<file path="config.mk">
export PLATFORM = sky130hd
export DESIGN_NAME = register_store_unit
export DESIGN_NICKNAME = d
export VERILOG_FILES = /design/src/rtl/register_store_unit.sv
export SDC_FILE = /design/constraint.sdc
export NUM_CORES = 1
export LEC_CHECK = 0
export ABC_AREA = 1
export CAP_MARGIN = 10
export CORE_UTILIZATION = 45
export DETAILED_ROUTE_END_ITERATION = 6
export PLACE_DENSITY = 0.82
export SLEW_MARGIN = 40
export SYNTH_ARGS = -nofsm -noshare
export SYNTH_HDL_FRONTEND = slang
export SYNTH_SLANG_ARGS = --single-unit
export TNS_END_PERCENT = 30
</file>
<file path="constraint.sdc">
create_clock -name clk -period 2 [get_ports clk]
set_input_delay 0.4 -clock clk [delete_from_list [all_inputs] [get_ports clk]]
set_output_delay 0.4 -clock clk [all_outputs]
set_load 0.02 [all_outputs]
</file>
<file path="src/rtl/register_store_unit.sv">
// Store/push unit: snapshots one register and writes it out as 1 or 2 big-endian
// bytes on a valid/ready memory write port, optionally pre-decrementing SP.
package register_types;
  typedef logic [15:0] addr_t;
  typedef enum logic [3:0] {
    NAME_NONE = 4'd0,
    NAME_M    = 4'd1,
    NAME_V    = 4'd2,
    NAME_OP0H = 4'd3,
    NAME_OP0L = 4'd4,
    NAME_OP1H = 4'd5,
    NAME_OP1L = 4'd6,
    NAME_OP0  = 4'd7,
    NAME_OP1  = 4'd8,
    NAME_X    = 4'd9,
    NAME_SP   = 4'd10,
    NAME_FP   = 4'd11,
    NAME_GP   = 4'd12,
    NAME_IP   = 4'd13,
    NAME_AP   = 4'd14
  } name_t;
endpackage

module register_store_unit #(
  parameter int ADDR_W = 16
) (
  input  logic                  clk,
  input  logic                  rst_n,
  input  logic                  req_valid,
  output logic                  req_ready,
  input  register_types::name_t req_src,
  input  logic                  req_push,
  input  logic [ADDR_W-1:0]     req_addr,
  input  logic [7:0]            M,
  input  logic [7:0]            V,
  input  logic [15:0]           OP0,
  input  logic [15:0]           OP1,
  input  logic [ADDR_W-1:0]     X,
  input  logic [ADDR_W-1:0]     SP,
  input  logic [ADDR_W-1:0]     FP,
  input  logic [ADDR_W-1:0]     GP,
  input  logic [ADDR_W-1:0]     IP,
  input  logic [ADDR_W-1:0]     AP,
  output logic                  mem_wr_valid,
  input  logic                  mem_wr_ready,
  output logic [ADDR_W-1:0]     mem_wr_addr,
  output logic [7:0]            mem_wr_data,
  output logic                  sp_wr_en,
  output logic [ADDR_W-1:0]     sp_wr_data,
  output logic                  done,
  output logic                  err
);
  import register_types::*;

  // Handshakes: a transfer happens on a rising edge where valid && ready are both
  // high; valid-side holds its payload stable until that edge.
  localparam logic [1:0] IDLE    = 2'd0;
  localparam logic [1:0] BYTE_HI = 2'd1;
  localparam logic [1:0] BYTE_LO = 2'd2;

  logic [1:0]        state;
  logic [7:0]        lo_q;
  logic [ADDR_W-1:0] base_q;
  logic              push_q;

  logic              src_ok;
  logic              src_two;
  logic [15:0]       src_val;
  logic [ADDR_W-1:0] base;
  logic              accept;

  always_comb begin
    src_ok  = 1'b1;
    src_two = 1'b0;
    src_val = 16'h0000;
    case (req_src)
      NAME_M:    src_val = {8'h00, M};
      NAME_V:    src_val = {8'h00, V};
      NAME_OP0H: src_val = {8'h00, OP0[15:8]};
      NAME_OP0L: src_val = {8'h00, OP0[7:0]};
      NAME_OP1H: src_val = {8'h00, OP1[15:8]};
      NAME_OP1L: src_val = {8'h00, OP1[7:0]};
      NAME_OP0:  begin src_two = 1'b1; src_val = OP0;       end
      NAME_OP1:  begin src_two = 1'b1; src_val = OP1;       end
      NAME_X:    begin src_two = 1'b1; src_val = X[15:0];   end
      NAME_SP:   begin src_two = 1'b1; src_val = SP[15:0];  end
      NAME_FP:   begin src_two = 1'b1; src_val = FP[15:0];  end
      NAME_GP:   begin src_two = 1'b1; src_val = GP[15:0];  end
      NAME_IP:   begin src_two = 1'b1; src_val = IP[15:0];  end
      NAME_AP:   begin src_two = 1'b1; src_val = AP[15:0];  end
      default:   src_ok = 1'b0;
    endcase
  end

  // Push addresses use the SP value present at acceptance, wrapping modulo 2^ADDR_W.
  always_comb begin
    base = req_addr;
    if (req_push) base = SP - (src_two ? ADDR_W'(2) : ADDR_W'(1));
  end

  assign accept = req_valid && req_ready;

  always_ff @(posedge clk or negedge rst_n) begin
    if (!rst_n) begin
      state        <= IDLE;
      req_ready    <= 1'b1;
      mem_wr_valid <= 1'b0;
      mem_wr_addr  <= '0;
      mem_wr_data  <= 8'h00;
      sp_wr_en     <= 1'b0;
      sp_wr_data   <= '0;
      done         <= 1'b0;
      err          <= 1'b0;
      lo_q         <= 8'h00;
      base_q       <= '0;
      push_q       <= 1'b0;
    end else begin
      done     <= 1'b0;
      err      <= 1'b0;
      sp_wr_en <= 1'b0;
      case (state)
        IDLE: begin
          if (accept) begin
            if (!src_ok) begin
              err <= 1'b1;
            end else begin
              lo_q         <= src_val[7:0];
              base_q       <= base;
              push_q       <= req_push;
              mem_wr_valid <= 1'b1;
              mem_wr_addr  <= base;
              mem_wr_data  <= src_two ? src_val[15:8] : src_val[7:0];
              req_ready    <= 1'b0;
              state        <= src_two ? BYTE_HI : BYTE_LO;
            end
          end
        end
        BYTE_HI: begin
          if (mem_wr_ready) begin
            mem_wr_addr <= mem_wr_addr + ADDR_W'(1);
            mem_wr_data <= lo_q;
            state       <= BYTE_LO;
          end
        end
        BYTE_LO: begin
          if (mem_wr_ready) begin
            mem_wr_valid <= 1'b0;
            req_ready    <= 1'b1;
            done         <= 1'b1;
            state        <= IDLE;
            if (push_q) begin
              sp_wr_en   <= 1'b1;
              sp_wr_data <= base_q;
            end
          end
        end
        default: begin
          mem_wr_valid <= 1'b0;
          req_ready    <= 1'b1;
          state        <= IDLE;
        end
      endcase
    end
  end
endmodule

</file>
# After elaboration in Yosys (flattened, before gate mapping)
# Index checks and enable logic that the tools add are counted.
# totals
register_bits	72
inputBits	169
output_inout_bits	45
wordCells	81
# classes
add_sub_neg	2
eq_ne	20
mux	36
n_bitwise	1
reduce_logical	10
# op_table
cell	n
case mux 16 bit (14 select lines)	1
two-way mux 16 bit	4
two-way mux 8 bit	4
case mux 16 bit (2 select lines)	1
== test 4 bit (second input constant)	7
adder 16 x 1 -> 16 bit (second input constant)	1
== test 4 x 3 -> 1 bit (second input constant)	4
two-way mux 1 bit	16
case mux 8 bit (2 select lines)	1
subtractor 16 x 2 -> 16 bit	1
OR reduction 14 bit	1
two-way mux 2 bit	6
AND reduction 4 bit	3
== test 4 x 2 -> 1 bit (second input constant)	2
inequality test 2 bit (second input constant)	4
OR reduction 8 bit	1
case mux 1 bit (3 select lines)	2
case mux 2 bit (3 select lines)	1
AND reduction 3 bit	2
== test 4 x 1 -> 1 bit (second input constant)	1
== test 2 x 1 -> 1 bit (second input constant)	1
== test 2 bit (second input constant)	1
logical NOT 2 bit	1
nonzero test 2 bit	1
2 further kinds	2

# Depth between registers and ports, before layout
# Gate-level depths: netlist of run 1.
# logic_depth
ltp_word	9
depth_mapped	17

# Worst setup path before layout of run 1
# OpenSTA, ideal clock, no wires.
# synth_timing
path_type	input to register
start	in req_src[0]
end	reg mem_wr_addr[8]
setup_time_ns	0.117
t_arrival_ns	2.275
required_ns	1.883
slack_ns	-0.392
cell_stages	16
path_buffers	0
cell_sequence	nor2_2 -> nand2_1 -> nand2_1 -> inv_1 -> nand2_1 -> ha_1 -> inv_1 -> fa_1 -> inv_1 -> nand2_1 -> o21ai_0 -> nand3_1 -> o21ai_0 -> nand2_1 -> nand2_1 -> nand2_1
# synth_between
elab_chain_len	9
word_cells_on_any_way	26
classes_between	add/sub: 1; eq/ne: 15; mux: 7; reduce/logical: 3
# synth_rtl
item	line	rtl
start: declaration	31	input register_types::name_t req_src,
== test 4 bit or == test 4 x 3 -> 1 bit (tied branches)	76	case (req_src)
OR reduction 8 bit (no line)	--	
two-way mux 1 bit	76	
two-way mux 2 bit	98	if (req_push) base = SP - (src_two ? ADDR_W'(2) : ADDR_W'(1));
subtractor 16 x 2 -> 16 bit	98	
two-way mux 16 bit	98	
two-way mux 16 bit	124	if (!src_ok) begin
two-way mux 16 bit	123	if (accept) begin
case mux 16 bit (2 select lines)	121	case (state)
end signal: assignment	131	mem_wr_addr <= base;
end signal: assignment	140	mem_wr_addr <= mem_wr_addr + ADDR_W'(1);
end: declaration	46	output logic [ADDR_W-1:0] mem_wr_addr,
# Several ways; a longest one is shown, not always the timed one. The select of a mux whose other input is x is not followed.
# A chain may end at the register's enable or synchronous reset.

# Final worst setup path of run 1
# layout_timing
start	in req_src[0]
end	reg mem_wr_addr[12]
# The elaborated chain is that of the path after synthesis.

==> flow_metrics.env, run 1 <==
export IMPL_violations="negative hold slack"
export IMPL_cts_tree="built"
export IMPL_final_period_utilization_pct=99.7
export IMPL_syn_area_sq_um=5530
export IMPL_antenna_found_initial=0
export IMPL_synth_top_family_by_area="simple AND/OR/NAND/NOR gates"
export IMPL_start_util_pct=46.1
export IMPL_grt_max_degree=56
export IMPL_grt_usage_pct=36.1
export IMPL_drive_above_1_share_pct=12.2
export IMPL_synth_mux_area_share_pct=0.181
export IMPL_synthFlopType="dfrtp_1"
export IMPL_maxSlewViolCount=0
export IMPL_synth_edf_count=0
export IMPL_clk_latency_ns=0.34
export IMPL_clk_pin_slew_ns=0.06
export IMPL_synth_warnings=0
export IMPL_whs_ns=-0.00713
export IMPL_max_slew_worst_pin_slew_ns=0.724
export IMPL_drt_first_iter_violations=591
export IMPL_fin_ws_ns=0.00540
export IMPL_arrival_ns=2.26
export IMPL_pre_cts_slack_ns=-0.755
export IMPL_die_y_microns=113
export IMPL_avgSynthCellArea_sq_um=5.91
export IMPL_hold_class="in2async"
export IMPL_cts_max_level=3
export IMPL_slowest_stage="fa_2"
export IMPL_core_area_sq_um=12000
export IMPL_start_kind="primary input"
export IMPL_cts_made_buffers=9
export IMPL_synth_top_area_share_pct=32.1
export IMPL_relSlewSlack_pct=51.6
export IMPL_finalHoldViolations=12
export IMPL_crit_type="in2reg"
export IMPL_reg2reg_setup_slack_ns=0.27
export IMPL_place_gp_congestion=1.00
export IMPL_final_util_pct=73.8
export IMPL_fin_worst_skew_ns=0.0111
export IMPL_clk_path_buf_depth=2
export IMPL_fmax_mhz=501
export IMPL_synth_xor_area_share_pct=1.27
export IMPL_cap_viol_max_count=0
export IMPL_path_cells="buf_8 -> buf_6 -> nor2_4 -> nand2_2 -> nand2_2 -> inv_2 -> nand2_4 -> ha_4 -> inv_2 -> fa_2 -> inv_4 -> nand2_4 -> inv_4 -> nand2_1 -> nand2_2 -> nand3_2 -> nand3_2 -> nand3_2 -> nand2_1"
export IMPL_ys_async_sr_fraction_pct=100
export IMPL_ys_ff_latch=72
export IMPL_rsz0062_at_grt="yes"
export IMPL_numPortBuffers=213
export IMPL_power_leakage_nw=4.46
export IMPL_post_synth_num_cell_types=31
export IMPL_yosys_area_top_type="dfrtp_1"
export IMPL_yosysSeqAreaShare_pct=32.6
export IMPL_fin_crit_ns=1.99
export IMPL_area_growth_pct=60.3
export IMPL_drtAntennaViolNets=0
export IMPL_io_pins=214
export IMPL_finalSetupViolCount=0
export IMPL_yosys_area_share_simple_pct=48.8
export IMPL_drt_first_pass_iters=6
export IMPL_finalNetCount=1388
export IMPL_diodes=0
export IMPL_synth_most_common_cell="nand2_1"
export IMPL_critPathMaxFanout=5
export IMPL_use_met2_pct=63.0
export IMPL_die_area_sq_um=12700
export IMPL_r2r_start="mem_wr_addr[0]"
export IMPL_vias=7181
export IMPL_clock_sinks=72
export IMPL_cts_root_buffer="clkbuf_16"
export IMPL_drc_errors=0
export IMPL_crit_buf_inv=6
export IMPL_die_x_microns=113
export IMPL_yosys_top_cells_count="nand2_1, nor2_1, inv_1, nand3_1, dfrtp_1"
export IMPL_wirelength_microns=22400
export IMPL_grt_busiest_layer="met2"
export IMPL_synth_area_leaders="dfrtp_1, nand2_1, nand3_1"
export IMPL_synth_compound_area_share_pct=7.17
export IMPL_met1_usage_pct=41.5
export IMPL_netlist_instances=936
export IMPL_placementRows=40
export IMPL_crit_required_ns=2.27
export IMPL_synth_fp_nets=1109
export IMPL_grt_pass1_vias=7091
export IMPL_synth_fa_ha_area_share_pct=1.04
export IMPL_hpwl_microns=18100
export IMPL_peakVddDrop_mv=0.536
export IMPL_crit_path_end_kind="flip-flop"
export IMPL_grt_pass1_wl_microns=35400
export IMPL_r2r_end="mem_wr_addr[12]"
export IMPL_status="complete, but fails checks"
export IMPL_powerDensity_nw_per_um2=1030
export IMPL_reg2reg_depth=9
export IMPL_grt_overflow=0
export IMPL_crit_path_max_incr_delay_ns=0.39
export IMPL_use_met3_pct=8.46
export IMPL_worst_path_dominant_cell_family="simple AND/OR/NAND/NOR gates"
export IMPL_drt_wirelength_per_cell_microns=16.4
export IMPL_vias_per_cell=5.25
-- per-layer routing --
metal  part of all wire [%]  wire, microns
met3                    8.8           1980
met1                     38           8590
met2                     48          10600
met5                      0              0
met4                    5.3           1190
-- placed cells by master, fill, tap and decap left out, types with 4 or more instances in the layout --
cell             netlist  final
buf_4                  8     75
or2_2                  5      5
clkdlybuf4s50_1        0    208
nand2_1              456    450
a21oi_1                9      9
clkbuf_16              0      9
nand3_2                1      6
o21ai_0               43     37
o21ai_2                0      4
nor2_1                92     87
xor2_1                 6      5
dfrtp_1               71     71
nor2_2                 4      6
buf_12                 0      9
nor2_4                 3      6
nand2_2                2      6
nor3_1                 8      8
nand4_1               12     12
inv_1                 83     79
nand3_1               83     78
o21a_1                 7      7
o21ai_1                4      6
-- kinds of logic (layout without fill, tap and decap cells) --
group	Yosys count	after routing
compound gates	72	72
flops	72	72
mux	1	1
fa+ha+maj	4	4
xor+xnor	8	8
simple gates	666	666
buf+inv	113	397
-- state kept, by name (all words and copies together), names as in the netlist --
| name | cells |
|---|---|
| mem_wr_valid | 1 |
| base_q | 16 |
| sp_wr_en | 1 |
| mem_wr_addr | 16 |
| lo_q | 8 |
| state | 2 |
| mem_wr_data | 8 |
| done | 1 |
| err | 1 |
| sp_wr_data | 16 |
| req_ready | 1 |
| push_q | 1 |
-- final cells by class --
| cell class | count | area [sq um] |
|---|---|---|
| Clock buffer | 10 | 229 |
| Clock inverter | 6 | 91.3 |
| Fill cell | 993 | 3140 |
| Inverter | 83 | 317 |
| Multi-Input combinational cell | 751 | 3360 |
| Sequential cell | 72 | 1800 |
| Tap cell | 147 | 184 |
| Timing Repair Buffer | 298 | 2880 |
-- per-stage QoR --
stage / area, sq um / setup TNS (ns) / cells / power, mW
CTS: 8780 / 0 / 1366 / 9.04
floorplan: 5570 / -1.51 / 936 / 5.06
finish: 8870 / 0 / 1367 / 9.10
global placement: 8410 / -25.98 / 1346 / 7.15
detailed placement: 8410 / -28.27 / 1346 / 7.24
global route: 8870 / -0.742 / 1367 / 9.68
-- power by group --
part / switching [mW] / internal (mW)
Sequential: 0.575 / 2.15
Combinational: 2.53 / 2.10
Clock: 0.645 / 1.10
Total: 3.75 / 5.35
-- how the worst max path moves through the flow --
stage                                  to  depth (start not counted)       start
after global placement     mem_wr_addr[8]                         15  req_src[1]
after CTS                  mem_wr_addr[4]                         17  req_src[3]
after detailed placement  mem_wr_addr[12]                         15  req_src[1]
final                     mem_wr_addr[12]                         19  req_src[0]
after floorplan            mem_wr_addr[8]                         16  req_src[1]
after global routing      mem_wr_addr[12]                         19  req_src[0]
-- what timing repair did --
item	in CTS	in global routing
resized for setup	24	27
endpoints found under the hold margin	0	0
endpoints found under the setup margin	46	33
setup buffers	4	1
pin swaps	3	6
hold buffers	0	0
Power figures use the tool's default switching activity.
==> inputs of run 2 (changes only) <==
HOLD_SLACK_MARGIN = 0.15   (was unset)
==> run 2 against run 1 <==
The flow finishes with violations (design-rule violations). Critical endpoint unchanged. Power barely moved. Largest power group unchanged. Flip-flop and latch count unchanged. Critical path type unchanged. Via count rose by 0.40%. Non-clock buffer count rose by 1. Final cell count about the same. Die area did not move. Setup slack improved by 0.0033 ns. Design area is 0.11% higher.
==> flow_metrics.env, run 2 (synthesized netlist as in run 1, its figures left out) <==
export IMPL_finalNetCount=1389
export IMPL_final_util_pct=73.9
export IMPL_diodes=0
export IMPL_numPortBuffers=213
export IMPL_min_to="sp_wr_data[5]"
export IMPL_vias=7210
export IMPL_power_leakage_nw=4.47
export IMPL_die_area_sq_um=12700
export IMPL_rsz0062_at_grt="yes"
export IMPL_crit_type="in2reg"
export IMPL_finalHoldViolations=0
export IMPL_finalSetupViolCount=0
export IMPL_clk_path_buf_depth=2
export IMPL_relSlewSlack_pct=54.9
export IMPL_grt_max_degree=56
export IMPL_area_growth_pct=60.5
export IMPL_reg2reg_setup_slack_ns=0.27
export IMPL_drtAntennaViolNets=0
export IMPL_final_period_utilization_pct=99.6
export IMPL_cts_tree="built"
export IMPL_cap_viol_max_count=0
export IMPL_n_fill_cell=992
export IMPL_powerDensity_nw_per_um2=1020
export IMPL_fin_crit_ns=1.99
export IMPL_whs_ns=0.470
export IMPL_core_area_sq_um=12000
export IMPL_final_cell_mix="nand2_1, clkdlybuf4s50_1, nor2_1, inv_1, nand3_1"
export IMPL_cts_max_level=3
export IMPL_drive_above_1_share_pct=12.2
export IMPL_fmax_mhz=502
export IMPL_hold_depth=2
export IMPL_grt_pass1_vias=7096
export IMPL_hold_class="reg2reg"
export IMPL_clk_pin_slew_ns=0.06
export IMPL_drt_first_iter_violations=540
export IMPL_start_util_pct=46.1
export IMPL_grt_overflow=0
export IMPL_violations="design-rule violations"
export IMPL_arrival_ns=2.26
export IMPL_place_area_sq_um=8410
export IMPL_wirelength_microns=22400
export IMPL_grt_usage_pct=36.2
export IMPL_placementRows=40
export IMPL_finalSetupTns_ns=0
export IMPL_place_gp_congestion=1.00
export IMPL_cts_root_buffer="clkbuf_16"
export IMPL_cts_made_buffers=9
export IMPL_reg2reg_depth=9
export IMPL_crit_path_end_kind="flip-flop"
export IMPL_layout_commonest_cell="nand2_1"
export IMPL_fin_worst_skew_ns=0.0133
export IMPL_die_x_microns=113
export IMPL_crit_required_ns=2.27
export IMPL_design_area_sq_um=8880
export IMPL_vias_per_cell=5.27
export IMPL_clk_latency_ns=0.34
export IMPL_clock_sinks=72
export IMPL_critPathMaxFanout=5
export IMPL_drc_errors=1
export IMPL_peakVddDrop_mv=0.533
export IMPL_start_kind="primary input"
export IMPL_r2r_start="mem_wr_addr[0]"
export IMPL_r2r_end="mem_wr_addr[12]"
export IMPL_grt_pass1_wl_microns=35500
export IMPL_drt_wirelength_per_cell_microns=16.3
export IMPL_hpwl_microns=18100
export IMPL_die_y_microns=113
export IMPL_maxSlewViolCount=0
export IMPL_reg_top3="base_q (16), mem_wr_addr (16), sp_wr_data (16)"
export IMPL_antenna_found_initial=0
export IMPL_io_pins=214
export IMPL_hold_path_startpoint="base_q[5]"
export IMPL_max_slew_worst_pin_slew_ns=0.674
export IMPL_drt_first_pass_iters=7
export IMPL_status="complete, but fails checks"
run 2: power by group:
| part | total (mW) | switching [mW] | internal [mW] | leakage, nW |
|---|---|---|---|---|
| sequential | 2.72 | 0.575 | 2.15 | 0.898 |
| combinational | 4.62 | 2.52 | 2.10 | 3.41 |
| clock | 1.75 | 0.644 | 1.10 | 0.157 |
| total | 9.09 | 3.74 | 5.35 | 4.47 |
run 2: how the worst max path moves through the flow:
stage	from	end	cells past startpoint
6_report	req_src[0]	mem_wr_addr[12]	19
5_1_grt	req_src[0]	mem_wr_addr[12]	19
4_1_cts	req_src[3]	mem_wr_addr[4]	17
3_5_place_dp	req_src[1]	mem_wr_addr[12]	15
3_3_place_gp	req_src[1]	mem_wr_addr[8]	15
2_1_floorplan	req_src[1]	mem_wr_addr[8]	16
run 2: per-layer routing:
| metal | vias up | wire, microns | global-route usage (%) |
|---|---|---|---|
| met3 | 85 | 2040 | 8.46 |
| li1 | 3488 | - | - |
| met1 | 3233 | 8460 | 41.5 |
| met5 | - | 0 | 0 |
| met4 | 0 | 1140 | 18.4 |
| met2 | 404 | 10700 | 63.2 |
run 2: timing repair:
item                                    in CTS  in global routing
resized for setup                           24                 27
buffers inserted                             4                  1
hold buffers                                 1                  0
endpoints found under the setup margin      46                 33
pin swaps                                    3                  6
endpoints found under the hold margin       17                  0
run 2: through the flow:
stage                     instances  worst slack [ns]  total power [mW]
after floorplan                 936            -0.107              5.06
after CTS                      1367            0.0217              9.04
after global routing           1368            -0.126              9.69
after global placement         1346            -0.692              7.15
after detailed placement       1346            -0.755              7.24
final                          1368           0.00872              9.09
run 2: worst max-delay path, cell delays in order:
cell and delay (ns):
buf_8 0.11, buf_6 0.11, nor2_4 0.09, nand2_2 0.07
nand2_2 0.07, inv_2 0.05, nand2_4 0.08, ha_4 0.12
inv_2 0.03, fa_2 0.39, inv_4 0.11, nand2_4 0.07
inv_4 0.08, nand2_1 0.09, nand2_2 0.08, nand3_2 0.07
nand3_2 0.10, nand3_2 0.07, nand2_1 0.06
run 2: cell type report:
| class | count | area [sq um] | area share [%] |
|---|---|---|---|
| clock buffers | 10 | 229 | 2.58 |
| clock inverters | 6 | 91.3 | 1.03 |
| inverters | 83 | 317 | 3.57 |
| multi-input cells | 751 | 3360 | 37.9 |
| flip-flops and latches | 72 | 1800 | 20.3 |
| well taps | 147 | 184 | 2.07 |
| repair buffers | 299 | 2890 | 32.6 |
